==> config.mk <==
export PLATFORM = sky130hd
export DESIGN_NAME = memory_port_arbiter
export DESIGN_NICKNAME = d
export VERILOG_FILES = /design/src/rtl/memory_port_arbiter.sv
export SDC_FILE = /design/constraint.sdc
export NUM_CORES = 1
export LEC_CHECK = 0
export CORE_AREA = 3 3 288 290
export CTS_BUF_LIST = sky130_fd_sc_hd__clkbuf_2 sky130_fd_sc_hd__clkbuf_4 sky130_fd_sc_hd__clkbuf_8
export DETAILED_ROUTE_END_ITERATION = 7
export DIE_AREA = 0 0 291 293
export DONT_BUFFER_PORTS = 1
export SETUP_SLACK_MARGIN = 0.2
export SLEW_MARGIN = 30
export SYNTH_ARGS = -nofsm -noshare
export SYNTH_HDL_FRONTEND = slang
export SYNTH_SLANG_ARGS = --single-unit
==> constraint.sdc <==
create_clock -name CLK -period 13.1 [get_ports CLK]
set_input_delay 1.31 -clock CLK [delete_from_list [all_inputs] [get_ports CLK]]
set_output_delay 1.31 -clock CLK [all_outputs]
set_load 0.02 [all_outputs]
==> src/rtl/memory_port_arbiter.sv <==
// rtl/memory_port_arbiter.sv - round-robin arbiter sharing one block memory between I-cache and D-cache
module memory_port_arbiter #(
    parameter int ADDR_W = 28,
    parameter int DATA_W = 128
) (
    input  logic              CLK,
    input  logic              RESET,
    input  logic              i_read,
    input  logic [ADDR_W-1:0] i_address,
    output logic [DATA_W-1:0] i_readdata,
    output logic              i_busywait,
    input  logic              d_read,
    input  logic              d_write,
    input  logic [ADDR_W-1:0] d_address,
    input  logic [DATA_W-1:0] d_writedata,
    output logic [DATA_W-1:0] d_readdata,
    output logic              d_busywait,
    output logic              mem_read,
    output logic              mem_write,
    output logic [ADDR_W-1:0] mem_address,
    output logic [DATA_W-1:0] mem_writedata,
    input  logic [DATA_W-1:0] mem_readdata,
    input  logic              mem_busywait
);

    typedef enum logic [2:0] {
        IDLE  = 3'd0,
        MEM_I = 3'd1,
        MEM_D = 3'd2,
        ACK_I = 3'd3,
        ACK_D = 3'd4
    } state_t;

    // last_q: 0 = instruction port granted last, 1 = data port granted last
    state_t              state_q, state_d;
    logic                last_q, last_d;
    logic [ADDR_W-1:0]   addr_q, addr_d;
    logic                wr_q, wr_d;
    logic [DATA_W-1:0]   wdata_q, wdata_d;
    logic [DATA_W-1:0]   i_rdata_q, i_rdata_d;
    logic [DATA_W-1:0]   d_rdata_q, d_rdata_d;

    logic i_req, d_req;
    logic grant_i, grant_d;
    logic in_mem, done;

    assign i_req  = i_read;
    assign d_req  = d_read | d_write;
    assign in_mem = (state_q == MEM_I) || (state_q == MEM_D);
    assign done   = in_mem && !mem_busywait;

    // Grant decision in IDLE: a lone request wins, a tie goes to the port not served last
    always_comb begin
        grant_d = (state_q == IDLE) && d_req && (!i_req || !last_q);
        grant_i = (state_q == IDLE) && i_req && !grant_d;
    end

    // State register, latched request and returned data, all cleared by async reset
    always_ff @(posedge CLK or posedge RESET) begin
        if (RESET) begin
            state_q   <= IDLE;
            last_q    <= 1'b0;
            addr_q    <= '0;
            wr_q      <= 1'b0;
            wdata_q   <= '0;
            i_rdata_q <= '0;
            d_rdata_q <= '0;
        end else begin
            state_q   <= state_d;
            last_q    <= last_d;
            addr_q    <= addr_d;
            wr_q      <= wr_d;
            wdata_q   <= wdata_d;
            i_rdata_q <= i_rdata_d;
            d_rdata_q <= d_rdata_d;
        end
    end

    // Next-state logic: IDLE -> MEM_x on grant, MEM_x -> ACK_x on completion, ACK_x -> IDLE
    always_comb begin
        state_d = state_q;
        case (state_q)
            IDLE: begin
                if (grant_d)      state_d = MEM_D;
                else if (grant_i) state_d = MEM_I;
            end
            MEM_I:   if (done) state_d = ACK_I;
            MEM_D:   if (done) state_d = ACK_D;
            ACK_I:   state_d = IDLE;
            ACK_D:   state_d = IDLE;
            default: state_d = IDLE;
        endcase
    end

    // Request latching on grant and read-data capture on a read completion edge
    always_comb begin
        last_d    = last_q;
        addr_d    = addr_q;
        wr_d      = wr_q;
        wdata_d   = wdata_q;
        i_rdata_d = i_rdata_q;
        d_rdata_d = d_rdata_q;
        if (grant_d) begin
            // a simultaneous read and write-back is performed as the write
            last_d  = 1'b1;
            addr_d  = d_address;
            wr_d    = d_write;
            wdata_d = d_writedata;
        end else if (grant_i) begin
            last_d  = 1'b0;
            addr_d  = i_address;
            wr_d    = 1'b0;
        end
        if (done && !wr_q) begin
            if (state_q == MEM_I) i_rdata_d = mem_readdata;
            else                  d_rdata_d = mem_readdata;
        end
    end

    // Outputs: strobes only in MEM_x from latched direction, stalls drop only in the owner's ACK
    always_comb begin
        mem_read   = in_mem && !wr_q;
        mem_write  = in_mem && wr_q;
        i_busywait = i_req && (state_q != ACK_I);
        d_busywait = d_req && (state_q != ACK_D);
    end

    assign mem_address   = addr_q;
    assign mem_writedata = wdata_q;
    assign i_readdata    = i_rdata_q;
    assign d_readdata    = d_rdata_q;

endmodule
; ---- Word level (Yosys, flattened, before mapping)
; Cells that the tools add are included.
[totals]
register_bits = 417
latchBits = 0
ramBits = 0
mem_bits_ro = 0
inputBits = 318
output_inout_bits = 416
elab_cells = 48
memories = 0
[classes]
add_sub_neg = 0
n_mul = 0
div = 0
n_lt_le_gt_ge = 0
n_eq_ne = 7
n_shift = 0
muxes = 10
bitwise = 2
reduce_logical = 22
[op_table]
columns = cell, count
row1 = $mux W28, 2
row2 = $mux W3, 4
row3 = $logic_and A1 B1 Y1, 10
row4 = $pmux W3 S3, 1
row5 = $ne A3 B3 Y1 const B, 2
row6 = $logic_not A1 Y1, 5
row7 = $ne A2 B2 Y1 const B, 2
row8 = $reduce_and A2 Y1, 2
row9 = $eq A3 B1 Y1 const B, 1
row10 = $eq A3 B2 Y1 const B, 1
row11 = $logic_not A3 Y1, 1
row12 = $mux W1, 3
row13 = $ne A3 B2 Y1 const B, 1
row14 = $reduce_and A3 Y1, 1
row15 = $logic_or A1 B1 Y1, 2
row16 = $reduce_bool A2 Y1, 1
row17 = $not A1 Y1, 1
row18 = $or A1 B1 Y1, 1

; ---- Logic depth before layout (Yosys ltp)
; Gate-level depths: netlist of the first run.
[depth]
word_depth = 8
ltp_mapped = 6
mapped_depth_nobuf = 3

; ---- Worst setup path after synthesis of the first run
; Ideal clock, no wire load.
[synth_path]
path_kind = input port to output port
from = input d_write
to = output d_busywait
arrival_time_ns = 1.688
required_ns = 11.790
setup_slack_ns = 10.102
stages = 2
n_path_buf = 0
path_cell_list = nor2_1 > a21oi_1
[synth_between]
elab_chain_cells = 2
[synth_lines]
columns = item, line
row1 = start: declaration, 13  ; input logic d_write,
row2 = $or A1 B1 Y1, 48  ; assign d_req = d_read | d_write;
row3 = $logic_and A1 B1 Y1, 125  ; d_busywait = d_req && (state_q != ACK_D);
row4 = end: declaration, 17  ; output logic d_busywait,
; No other way between the ends.

; ---- Worst setup path after layout of the first run
[layout_path]
from = register state_q[0]
to = output mem_write
[layout_between]
elab_chain_cells = 3
word_cells_on_any_way = 4
cone_classes = 2 x eq/ne / 2 x reduce/logical
[layout_lines]
columns = item, line
row1 = start: declaration, 35  ; state_t state_q, state_d;
row2 = start signal: assignment, 69  ; state_q <= state_d;
row3 = $eq A3 B1 Y1 or $eq A3 B2 Y1 (tied branches), 49  ; assign in_mem = (state_q == MEM_I) || (state_q == MEM_D);
row4 = $logic_or A1 B1 Y1 *, 49
row5 = $logic_and A1 B1 Y1 *, 123  ; mem_write = in_mem && wr_q;
row6 = end: declaration, 19  ; output logic mem_write,
; Mark *: on every way between the ends. The rest lies on a longest branch, timed or not.

==> reports/metrics.cfg, run 1 <==
[setup_path]
crit_type = reg2out
cp-end-kind = output pin
cp_max_fo = 9
start_kind = register
arrival_ns = 1.98
required_ns = 11.79

[detailed_routing]
firstDrtPassIters = 5
dr_total_vias = 8690
routed_via_density = 4.031
ant_nets = 0
wirelength_mm = 43.10
drtIter0Drc = 240
drc_errors = 0
post_drt_wl_per_cell_um = 19.99

[floorplanning]
initial_core_util_pct = 19.77
core.rowCount = 104
die_area_um2 = 85260
coreArea_um2 = 80550
die_h_um = 293
io_pins = 734
die_w_um = 291

[layout]
layout-drive-gt1-share_pct = 40.48
area_growth_pct = 17.13
nFillCells = 8378
multi_input_comb_area_um2 = 5151
seqCellArea_um2 = 10440
fin_nets = 1350

[clock_network]
cts_buffer_depth = 3
tritoncts = yes
cts.sinks = 417
insertion_delay_ns = 0.63
cts-root-buf = clkbuf_8
ctsHtreeMaxLevel = 3
cts_made_buffers = 71
cts.repair.resized = 0
postCtsHoldBufs = 0
clk_pin_slew_ns = 0.06
cts_setup_buffers = 0

[place]
place.gp.congestion = 0.7500
port_buffers = 0
dp_slack_ns = 9.191
post-dp-hpwl_mm = 31.91

[logic_synthesis]
ys_seq_area_share_pct = 65.55
yosysWarnings = 0
yosysMostFrequentCell = dfrtp_1
synthMuxAreaShare_pct = 27.16
synth_top_area_share_pct = 65.55
postSynthCellCount = 1004
yosys.area_share.xor_xnor_pct = 0.05501
syn_area_um2 = 15920
ys_ff_latch = 417
synth_edf_count = 0
ys.flop_type = dfrtp_1
synth_compound_area_share_pct = 3.607
synth_simple_gate_area_share_pct = 1.218
syn_avg_cell_area_um2 = 15.86
synth_nets = 1322
synth_top_area_cell = dfrtp_1
synth_area_leaders = dfrtp_1 (66%), mux2_2 (20%), mux2_1 (6.9%)
synth_cell_types = 28
synth_top_family_by_area = multiplexers
synth_common_cells = dfrtp_1 (417), mux2_2 (286), mux2_1 (98)
async_reset_ff_share_pct = 100.0
synthAdderAreaFrac_pct = 0

[sta]
finClkSkew_ns = 0.01721
relSlewSlack_pct = 42.53
max_freq_ghz = 0.3042
min_period_ns = 3.287
setup_viol = 0
maxSlewViolCount = 0
fin_setup_tns_ns = 0
hold_viol = 0
layout_setup_ws_ns = 9.813
period_share_pct = 25.09
tightest_slew_ns = 0.8620
rsz0062_at_grt = false

[global_route]
track_usage_pct = 9.712
grt_first_pass_wirelength_mm = 63.85
first_global_vias = 9726
grt_max_degree = 134
grt_overflow = 0
antenna_found_initial = 12

[worst_hold_path]
hold_path_class = reg2reg

[pwr]
p_per_area_nw_per_um2 = 303.1
p_leak_nw = 7.847
ir_drop_uv = 144.9

[job]
cap_violations = 0

[outcome]
outcome = completed

[state kept, by name, indices dropped and copies added (netlist names)]
register       count
last_q             1
state_q            3
mem_writedata    128
mem_address       28
i_readdata       128
d_readdata       128
wr_q               1
[layout by cell type (no fill, tap or decap)]
cell	count
dfrtp_1	417
mux2_2	286
mux2_1	98
clkbuf_8	83
nor2_1	32
a21oi_1	31
o21ai_0	29
o31ai_1	28
clkbuf_4	28
clkinv_2	10
diode_2	9
buf_4	9
buf_6	4
nor3b_1	2
inv_1	2
clkinvlp_4	2
nor3_2	2
o21a_1	2
inv_6	2
bufinv_16	2
inv_8	2
buf_16	2
nand3_4	1
o2bb2ai_2	1
or3_4	1
nor2_4	1
xnor2_1	1
nor3_1	1
o31a_1	1
a2bb2oi_4	1
nand2b_2	1
nand2_4	1
a22o_1	1
a21o_1	1
nor2b_1	1
buf_12	1
[critical path, cell delays in order, from the launching register on]
cell and delay [ns]:
dfrtp_1 0.50, xnor2_1 0.20, nor3b_1 0.65
[final cells by class]
type | instances | area share, %
inverter | 3 | 0.08052
antenna | 9 | 0.1208
tap | 1060 | 7.112
timing repair buffer | 16 | 1.006
multi-input combinational | 523 | 27.62
clock inverter | 17 | 0.8454
clock buffer | 111 | 7.253
sequential | 417 | 55.96
[path summary, 6_finish.rpt]
kind / from / endpoint / slack (ns) / cells past startpoint
min reg2reg: wr_q / wr_q / 0.59 / 1
max in group asynchronous: RESET / d_readdata[5] / 10.41 / 4
min in group asynchronous: RESET / i_readdata[43] / 0.80 / 2
max: state_q[0] / mem_write / 9.81 / 2
max reg2reg: state_q[2] / mem_writedata[45] / 10.10 / 5
min: wr_q / wr_q / 0.59 / 1
[through the flow]
stage | hold slack (ns) | power, W | std cells | util, % | instance area [µm²]
2_1_floorplan | 0.5031 | 0.004073 | 1004 | - | 15920
6_report | 0.5946 | 0.005653 | 2156 | 23.15 | 18650
3_5_place_dp | 0.5676 | 0.004473 | 2017 | 21.16 | 17050
3_3_place_gp | 0.5501 | 0.004394 | 2017 | 21.14 | 17030
5_1_grt | 0.6222 | 0.005978 | 2153 | 23.14 | 18640
4_1_cts | 0.5896 | 0.005746 | 2145 | 23.04 | 18560
[report_power, final]
part	switching (W)	internal, W	leakage, nW
clock network	0.000521	0.000701	0.814
logic	0.000501	0.000647	2.03
registers	0.00134	0.00194	5.00
[kinds of logic (layout without fill, tap and decap cells)]
group,count (synthesis),in the layout
flops,417,417
other cells,0,9
xor+xnor,1,1
simple gates,43,43
buf+inv,64,147
compound gates,95,95
mux,384,384
[metal layers]
metal	vias to the layer above	GRT usage [%]	part of all wire, %
met2	556	16.62	51
met3	112	5.450	13
met4	8	5.028	4.0
met5	-	0	0.13
li1	3659	-	-
met1	4355	9.361	32
Note: power is estimated with default switching activity, not from simulation.
==> inputs of run 2 (changes only) <==
==> constraint.sdc (replaced) <==
create_clock -name CLK -period 2.8 [get_ports CLK]
set_input_delay 0.28 -clock CLK [delete_from_list [all_inputs] [get_ports CLK]]
set_output_delay 0.28 -clock CLK [all_outputs]
set_load 0.02 [all_outputs]
==> run 2 against run 1 <==
Sequential power increased to 4.7 times the previous value. First-iteration DRC count increased by 33%. Die area is the same. Utilization is 4.2 points higher. Non-clock buffer count is 344 higher. Combinational power rose to 5.5 times the previous value. Power grew to 4.8 times the previous value. Count of clock-buffer cells in the layout fell by 2. Largest power group unchanged.
==> reports/metrics.cfg, run 2 (same netlist as run 1, synthesis figures left out) <==
[detailed_routing]
ant_nets = 0
drtIter0Drc = 318
firstDrtPassIters = 5
post_drt_wl_per_cell_um = 19.16
dr_total_vias = 10089
routed_via_density = 4.045
drc_errors = 0
wirelength_mm = 47.79

[layout]
multi_input_comb_area_um2 = 5140
postLayoutCoreUtil_pct = 27.32
seqCellArea_um2 = 10440
layout_common_cells = dfrtp_1 (417), dlygate4sd3_1 (318), mux2_2 (286), mux2_1 (98), clkbuf_8 (85)
design_area_um2 = 22000
layout-drive-gt1-share_pct = 32.38
fin_cells = 2494
area_growth_pct = 38.21
layout_commonest_cell = dfrtp_1
nFillCells = 8030
fin_nets = 1693

[place]
post-dp-hpwl_mm = 33.37
place.gp.congestion = 0.7667
dp_cells = 2045
place_area_um2 = 17330
port_buffers = 0

[pwr]
ir_drop_uv = 601.6
swShare_pct = 41.84
pwr-share-comb_pct = 23.1
p_int_w = 0.01590
p_per_area_nw_per_um2 = 1243
p_leak_nw = 9.309
p_switching_w = 0.01144
fin_total_pwr_w = 0.02734
clkPwrFrac_pct = 20.5
power_frac_seq_pct = 56.4

[clock_network]
cts_setup_buffers = 0
ctsHtreeMaxLevel = 3
cts-root-buf = clkbuf_8
clk_pin_slew_ns = 0.06
tritoncts = yes
cts.sinks = 417
cts_buffer_depth = 3
cts_made_buffers = 70
insertion_delay_ns = 0.63

[sta]
min_period_ns = 2.460
tightest_slew_ns = 1.165
period_share_pct = 87.85
rsz0062_at_grt = false
finalHoldWorstSlack_ns = 0.1840
hold_viol = 0
maxSlewViolCount = 0
setup_viol = 0
max_freq_ghz = 0.4065
finClkSkew_ns = 0.02914
relSlewSlack_pct = 22.31

[setup_path]
crit_type = reg2reg
crit_path_top_delay_cell = a2bb2oi_2
cp_max_fo = 15
arrival_ns = 3.03
required_ns = 3.37
cp-end-kind = register
start_kind = register
max_stage_delay_ns = 0.63
cp_cell_sequence = a2bb2oi_2 -> buf_4 -> a21oi_1 -> o31ai_1 -> dlygate4sd3_1

[global_route]
grtUsageMet2_pct = 19.60
grt_overflow = 0
grt_max_degree = 129
grt_first_pass_wirelength_mm = 72.43
antenna_found_initial = 8
met1_usage_pct = 10.03
groute.layer.met3.usage_pct = 5.064
track_usage_pct = 10.82
first_global_vias = 11880
top_usage_layer = met2

[floorplanning]
die_area_um2 = 85260
coreArea_um2 = 80550
die_w_um = 291
core.rowCount = 104
die_h_um = 293
initial_core_util_pct = 19.77
io_pins = 734

[outcome]
outcome = completed

[job]
cap_violations = 0

[worst_hold_path]
hold_path_class = in2reg

-- run 2: per-layer routing --
| layer | wire [µm] | vias to the layer above |
|---|---|---|
| met5 | 15 | - |
| met4 | 2170 | 2 |
| met3 | 5496 | 126 |
| met2 | 25110 | 584 |
| met1 | 15000 | 5065 |
| li1 | - | 4312 |
-- run 2: final cells by class --
type	count	share of cell area, %
multi-input cells	523	23.36
clock inverters	15	0.5516
inverters	3	0.06824
repair buffers	360	16.35
clock buffers	109	6.136
well taps	1060	6.028
flip-flops and latches	417	47.42
diodes	7	0.07961
-- run 2: critical path, delay by kind of cell (launching register included) --
kind / cells / cell delay (ns)
AOI/OAI and AO/OA: 3 / 1.01
DFF: 1 / 0.44
buffers and inverters: 2 / 0.94
-- run 2: repair_timing --
item | CTS | global route
gates resized for setup | 0 | 1
hold buffers | 318 | 0
hold endpoints to repair | 439 | 0
endpoints found under the setup margin | 0 | 4
-- run 2: power groups by stage --
| stage | Combinational, W | Sequential, W | Clock [W] |
|---|---|---|---|
| global placement | 0.00517 | 0.0155 | 0 |
| global route | 0.00694 | 0.0157 | 0.00616 |
| CTS | 0.00633 | 0.0155 | 0.00587 |
| finish | 0.00633 | 0.0154 | 0.00560 |
| floorplan | 0.00478 | 0.0143 | 0 |
| detailed placement | 0.00557 | 0.0155 | 0 |
-- run 2: path summary, 6_finish.rpt --
kind | start | endpoint | slack (ns) | cells after the start
max | last_q | mem_address[27] | 0.34 | 5
min | i_read | mem_address[3] | 0.18 | 4
max reg2reg | last_q | mem_address[27] | 0.34 | 5
min reg2reg | last_q | last_q | 0.61 | 1
max in group asynchronous | RESET | d_readdata[119] | 1.50 | 3
min in group asynchronous | RESET | i_readdata[42] | 0.23 | 2
-- run 2: through the flow --
stage	worst slack (ns)	setup TNS, ns
3_3_place_gp	0.5944	0
3_5_place_dp	0.5434	0
2_1_floorplan	-3.104	-1294.18
6_report	0.3402	0
5_1_grt	0.2154	0
4_1_cts	0.3728	0
